[src/rtl/ysyx_23060096_core_seq_if.sv]
// Fetch and load/store bus handshakes between the core sequencer (master)
// and the IFU/LSU bus ports (slave).
interface ysyx_23060096_core_seq_if;
  logic ifu_req_valid;
  logic ifu_req_ready;
  logic ifu_rsp_valid;
  logic ifu_rsp_err;
  logic lsu_req_valid;
  logic lsu_req_wen;
  logic lsu_req_ready;
  logic lsu_rsp_valid;
  logic lsu_rsp_err;

  modport master (
    output ifu_req_valid,
    input  ifu_req_ready,
    input  ifu_rsp_valid,
    input  ifu_rsp_err,
    output lsu_req_valid,
    output lsu_req_wen,
    input  lsu_req_ready,
    input  lsu_rsp_valid,
    input  lsu_rsp_err
  );

  modport slave (
    input  ifu_req_valid,
    output ifu_req_ready,
    output ifu_rsp_valid,
    output ifu_rsp_err,
    input  lsu_req_valid,
    input  lsu_req_wen,
    output lsu_req_ready,
    output lsu_rsp_valid,
    output lsu_rsp_err
  );
endinterface

[src/rtl/ysyx_23060096_core_seq.sv]
// Multi-cycle sequencer for the NPC core: fetch, decode settle, load/store, writeback.
// Define YSYX_23060096_PERF_EN to build the mcycle/minstret performance counters.
module ysyx_23060096_core_seq #(
  parameter int unsigned CNT_W = 64
) (
  input  logic                   clk,
  input  logic                   rst,
  ysyx_23060096_core_seq_if.master bus,
  output logic                   inst_we,
  input  logic                   dec_regwr,
  input  logic                   dec_memwr,
  input  logic                   dec_memtoreg,
  input  logic                   dec_illegal,
  input  logic                   dec_ebreak,
  output logic                   ld_we,
  output logic                   reg_we,
  output logic                   pc_we,
  output logic                   halted,
  output logic [1:0]             halt_code,
  output logic [CNT_W-1:0]       mcycle,
  output logic [CNT_W-1:0]       minstret
);

  typedef enum logic [2:0] {
    StRst, StFetch, StFwait, StDecode, StMem, StMwait, StWb, StHalt
  } state_t;

  state_t state_q;

  always_ff @(posedge clk or posedge rst) begin
    if (rst) begin
      state_q   <= StRst;
      halt_code <= 2'b00;
    end else begin
      unique case (state_q)
        StRst:   state_q <= StFetch;
        StFetch: if (bus.ifu_req_ready) state_q <= StFwait;
        StFwait: begin
          if (bus.ifu_rsp_valid) begin
            if (bus.ifu_rsp_err) begin
              state_q   <= StHalt;
              halt_code <= 2'b11;
            end else begin
              state_q <= StDecode;
            end
          end
        end
        StDecode: begin
          if (dec_illegal) begin
            state_q   <= StHalt;
            halt_code <= 2'b10;
          end else if (dec_ebreak) begin
            state_q   <= StHalt;
            halt_code <= 2'b01;
          end else if (dec_memwr || dec_memtoreg) begin
            state_q <= StMem;
          end else begin
            state_q <= StWb;
          end
        end
        StMem:   if (bus.lsu_req_ready) state_q <= StMwait;
        StMwait: begin
          if (bus.lsu_rsp_valid) begin
            if (bus.lsu_rsp_err) begin
              state_q   <= StHalt;
              halt_code <= 2'b11;
            end else begin
              state_q <= StWb;
            end
          end
        end
        StWb:    state_q <= StFetch;
        StHalt:  state_q <= StHalt;
        default: state_q <= StRst;
      endcase
    end
  end

  // Strobes are decoded from the state so a halting instruction never reaches WB.
  always_comb begin
    bus.ifu_req_valid = 1'b0;
    bus.lsu_req_valid = 1'b0;
    bus.lsu_req_wen   = 1'b0;
    inst_we           = 1'b0;
    ld_we             = 1'b0;
    reg_we            = 1'b0;
    pc_we             = 1'b0;
    unique case (state_q)
      StFetch: bus.ifu_req_valid = 1'b1;
      StFwait: inst_we = bus.ifu_rsp_valid & ~bus.ifu_rsp_err;
      StMem: begin
        bus.lsu_req_valid = 1'b1;
        bus.lsu_req_wen   = dec_memwr;
      end
      StMwait: ld_we = bus.lsu_rsp_valid & ~bus.lsu_rsp_err & dec_memtoreg;
      StWb: begin
        reg_we = dec_regwr;
        pc_we  = 1'b1;
      end
      default: ;
    endcase
  end

  assign halted = (state_q == StHalt);

`ifdef YSYX_23060096_PERF_EN
  logic [CNT_W-1:0] mcycle_q;
  logic [CNT_W-1:0] minstret_q;

  always_ff @(posedge clk or posedge rst) begin
    if (rst) begin
      mcycle_q   <= '0;
      minstret_q <= '0;
    end else begin
      if (state_q != StRst && state_q != StHalt) mcycle_q <= mcycle_q + CNT_W'(1);
      if (state_q == StWb) minstret_q <= minstret_q + CNT_W'(1);
    end
  end

  assign mcycle   = mcycle_q;
  assign minstret = minstret_q;
`else
  assign mcycle   = '0;
  assign minstret = '0;
`endif

endmodule

[src/flat_wrapper.sv]
// flat-port wrapper written by rule: the top's interface ports become plain ports
module ysyx_23060096_core_seq_flat 
#(
  parameter int unsigned CNT_W = 64
)
  (clk, rst, inst_we, dec_regwr, dec_memwr, dec_memtoreg, dec_illegal, dec_ebreak, ld_we, reg_we, pc_we, halted, halt_code, mcycle, minstret, bus_ifu_req_valid, bus_ifu_req_ready, bus_ifu_rsp_valid, bus_ifu_rsp_err, bus_lsu_req_valid, bus_lsu_req_wen, bus_lsu_req_ready, bus_lsu_rsp_valid, bus_lsu_rsp_err);
  ysyx_23060096_core_seq_if bus_i ();
  input  logic clk;
  input  logic rst;
  output logic inst_we;
  input  logic dec_regwr;
  input  logic dec_memwr;
  input  logic dec_memtoreg;
  input  logic dec_illegal;
  input  logic dec_ebreak;
  output logic ld_we;
  output logic reg_we;
  output logic pc_we;
  output logic halted;
  output logic [1:0] halt_code;
  output logic [CNT_W-1:0] mcycle;
  output logic [CNT_W-1:0] minstret;
  output wire logic [$bits(bus_i.ifu_req_valid)-1:0] bus_ifu_req_valid;
  input wire logic [$bits(bus_i.ifu_req_ready)-1:0] bus_ifu_req_ready;
  input wire logic [$bits(bus_i.ifu_rsp_valid)-1:0] bus_ifu_rsp_valid;
  input wire logic [$bits(bus_i.ifu_rsp_err)-1:0] bus_ifu_rsp_err;
  output wire logic [$bits(bus_i.lsu_req_valid)-1:0] bus_lsu_req_valid;
  output wire logic [$bits(bus_i.lsu_req_wen)-1:0] bus_lsu_req_wen;
  input wire logic [$bits(bus_i.lsu_req_ready)-1:0] bus_lsu_req_ready;
  input wire logic [$bits(bus_i.lsu_rsp_valid)-1:0] bus_lsu_rsp_valid;
  input wire logic [$bits(bus_i.lsu_rsp_err)-1:0] bus_lsu_rsp_err;
  assign bus_ifu_req_valid = bus_i.ifu_req_valid;
  assign bus_i.ifu_req_ready = bus_ifu_req_ready;
  assign bus_i.ifu_rsp_valid = bus_ifu_rsp_valid;
  assign bus_i.ifu_rsp_err = bus_ifu_rsp_err;
  assign bus_lsu_req_valid = bus_i.lsu_req_valid;
  assign bus_lsu_req_wen = bus_i.lsu_req_wen;
  assign bus_i.lsu_req_ready = bus_lsu_req_ready;
  assign bus_i.lsu_rsp_valid = bus_lsu_rsp_valid;
  assign bus_i.lsu_rsp_err = bus_lsu_rsp_err;
  ysyx_23060096_core_seq #(.CNT_W(CNT_W)) u_core (.clk(clk), .rst(rst), .bus(bus_i), .inst_we(inst_we), .dec_regwr(dec_regwr), .dec_memwr(dec_memwr), .dec_memtoreg(dec_memtoreg), .dec_illegal(dec_illegal), .dec_ebreak(dec_ebreak), .ld_we(ld_we), .reg_we(reg_we), .pc_we(pc_we), .halted(halted), .halt_code(halt_code), .mcycle(mcycle), .minstret(minstret));
endmodule
[config.mk]
export PLATFORM = sky130hd
export DESIGN_NAME = ysyx_23060096_core_seq_flat
export DESIGN_NICKNAME = d
export VERILOG_FILES = /design/src/rtl/ysyx_23060096_core_seq_if.sv /design/src/rtl/ysyx_23060096_core_seq.sv /design/src/flat_wrapper.sv
export SDC_FILE = /design/constraint.sdc
export NUM_CORES = 1
export LEC_CHECK = 0
export ABC_AREA = 1
export BUFFER_PORTS_ARGS = -buffer_cell sky130_fd_sc_hd__clkbuf_2
export CORE_MARGIN = 5
export CORE_UTILIZATION = 33
export DETAILED_ROUTE_END_ITERATION = 12
export HOLD_SLACK_MARGIN = 0.15
export PLACE_DENSITY = 0.88
export SLEW_MARGIN = 20
export SYNTH_ARGS = -nofsm -noshare
export SYNTH_HDL_FRONTEND = slang
export SYNTH_SLANG_ARGS = --single-unit
[constraint.sdc]
create_clock -name clk -period 1.1 [get_ports clk]
set_input_delay 0.22 -clock clk [delete_from_list [all_inputs] [get_ports clk]]
set_output_delay 0.22 -clock clk [all_outputs]
set_load 0.005 [all_outputs]
==> summary.md <==
| Metric | Value |
|---|---|
| Run status | finished with violations |
| Violated checks | negative setup slack |
| Worst vdd ir | between 0.3 and 0.4 mV |
| Switch Pwr | about 220 uW |
| DR vias | around 990 |
| RSZ-0062 raised after global routing | yes |
| First-pass GRT wire length | 4.00 mm |
| Post-synthesis sequential area ratio | 8.50% |
| Worst min path class | in2reg |
| Internal power | approximately 460 uW |
| Adder-cell area share of the yosys netlist | 0% |
| Clk sink count | 5 |
| Root Buffer | clkbuf_8 |
| Post-synthesis xor/xnor area fraction | 0% |
| Final Util | 32.8% |
| DR WL/cell | 9.57 um |
| Net Sw Frac | around a third |
| Fmax | 726 MHz |
| Fraction of layout cells with a size suffix above 1 | between 20% and 30% |
| Number of global-route vias before repair | 853 |
| Die height | roughly 77 um |
| DPL Wire Length | around 2.4 mm |
| IO Pins | ~150 |
| Largest family of logic cells by synthesized area | buffers and inverters |
| Clock skew | between 2 and 2.5 ps |
| Mux cell area share after synthesis | 0% |
| CP Launch Point | u_core.state_q[0] |
| Top cell type's share of synthesized area | approximately 66% |
| Routed WL | around 2.9 mm |
| Clock share of power | 49.4% |
| Routed vias/inst | 3.25 |
| Synth area leaders | buf_4 66%, dfrtp_1 8.5%, nand2_1 5.4% |
| Initial antenna violation count | 0 |
| DP Worst Slack | -209 ps |
| RR Startpoint | u_core.state_q[0] |
| Period Utilization, post-route | 125% |
| Critical-path maximum fanout | 6 |
| Comb power frac | a little under a quarter |
| CP required | between 800 and 900 ps |
| Worst EP arrival | 1160 ps |
| Core area | between 4000 and 5000 um^2 |
| #FFs+latches synth | 5 |
| Final WS setup | -277 ps |
| Final setup fails | 13 |
| GP Congestion | between 0.7 and 0.8 |
| Ant. Diodes | 0 |
| Number of core rows | 24 |
| Max-slew violation count | 0 |
| Fin nets | ~270 |
| Synth Area in Compound Gates | under 10% |
| Grt total ovfl | 0 |
| Average size of a mapped cell | slightly above 7 um^2 |
| Min cycle time layout | 1380 ps |
| Inserted Clock Buffers | 3 |
| Clock Path Buffers | 2 |
| Most numerous cell in the Yosys netlist | buf_4 |
| Mapped Area | 1470 um^2 |
| Largest net degree at the start of global routing | 7 |
| Final Power | about 680 uW |
| Main synth FF type | dfrtp_1 |
| Area delta synth->final | -2.98% |
| Ys async rst share | between 90% and 100% |
| Sequential power share | 27.3% |
| Worst setup path class | reg2out |
| Top post-synthesis cells by count | 129 x buf_4, 21 x nand2_1, 13 x inv_1 |
| GRT Total Usage | under 10% |
| Simple-gate share of the synthesized area | a little under a fifth |
| Pwr/cell area | approximately 480 nW/um^2 |
| Final Hold Vio Count | 0 |
| Reg clk slew, reported paths | 30 ps |
| # Max-Cap Violations | 0 |
| WHS | 310 ps |
| Routed Antenna Nets | 0 |
| H-tree levels | 1 |
| Port Buffers | 22 |
| Clock Latency Late Sink | ~220 ps |
| Die X | between 70 and 80 um |
| Placed standard-cell area | ~1200 um^2 |
| Yosys Warn Count | 0 |
| Initial Util | 33.8% |
| Mapped Cells | 208 |
| CTS tree | yes |
| Iteration-0 DRC Markers | 28 |
| HP Start | dec_illegal |
| DRC viols | 0 |
| Post-synth EDFFs | 0 |
| Critical Path Start Type | flip-flop |
| Yosys cell types | 21 |
| First-pass DRT Iterations | 4 |
| Die ar. | ~5900 um^2 |
| Synth area leader | buf_4 |
| Lkg Pwr | about 0.91 nW |
| Endpoint type of the worst setup path | primary output |
| Post-route cell area | ~1400 um^2 |
## final timing paths
| path | endpoint | slack, ps | cells past startpoint |
|---|---|---|---|
| min reg2reg | u_core.halt_code[0] | 470 | 2 |
| min in group asynchronous | u_core.state_q[2] | 450 | 3 |
| min | u_core.halt_code[0] | 310 | 4 |
| max in group asynchronous | u_core.state_q[1] | 470 | 3 |
| max reg2reg | u_core.state_q[0] | -180 | 8 |
| max | reg_we | -280 | 4 |
## metal layers
metal,up-vias,GRT usage (%),part of all wire [%]
met5,-,0,0
met2,84,16.4,56
li1,463,-,-
met3,4,1.87,15
met1,435,7.76,28
met4,0,3.15,1.4
## power groups by stage
stage	clock, mW	sequential, mW	combinational [mW]
floorplan	0	0.187	0.439
global placement	0	0.187	0.135
detailed placement	0	0.187	0.136
CTS	0.340	0.185	0.140
global route	0.351	0.185	0.189
finish	0.335	0.185	0.158
## per-stage QoR
step | setup TNS [ps] | std cells
3_3_place_gp | -996 | 287
5_1_grt | -3530 | 303
2_1_floorplan | -17.1 | 335
6_report | -2650 | 303
3_5_place_dp | -1580 | 287
4_1_cts | -2510 | 298
## critical path: stages, from the launching register on
cell     delay, ps
dfrtp_2        480
inv_4          110
nand2_4         80
nor3b_2        140
buf_2          130
## cells in the final DEF, fill, tap and decap left out, drive strengths merged
master	netlist	layout
a21oi	1	1
nand2	28	28
and2	1	1
nand3	7	7
dfrtp	5	5
buf	130	23
dlygate4sd3	0	1
nor3	2	2
conb	1	128
nor2	7	7
nand4	5	5
o21ai	3	3
nor3b	1	1
inv	17	17
clkbuf	0	22
## what timing repair did
item,4_1_cts,5_1_grt
hold buffers,1,0
setup endpoints to repair,13,13
endpoints found under the hold margin,5,0
pin swaps,0,8
gates resized for setup,7,13
buffers inserted,6,5
## logic make-up (layout without fill, tap and decap cells)
family | Yosys count | after routing
buffers and inverters | 147 | 63
and+or+nand+nor | 51 | 51
DFF | 5 | 5
AOI/OAI and AO/OA | 4 | 4
other | 1 | 128
## state kept, by name, indices dropped and copies added (netlist names)
signal            count
u_core.state_q        3
u_core.halt_code      2
## cell type report
class,instances,area (um^2)
Inverter,17,68.8
Tap cell,52,65.1
Sequential cell,5,129
Fill cell,491,2930
Multi-Input combinational cell,183,840
Timing Repair Buffer,42,280
Clock buffer,4,45.0
Power figures use the tool's default switching activity.
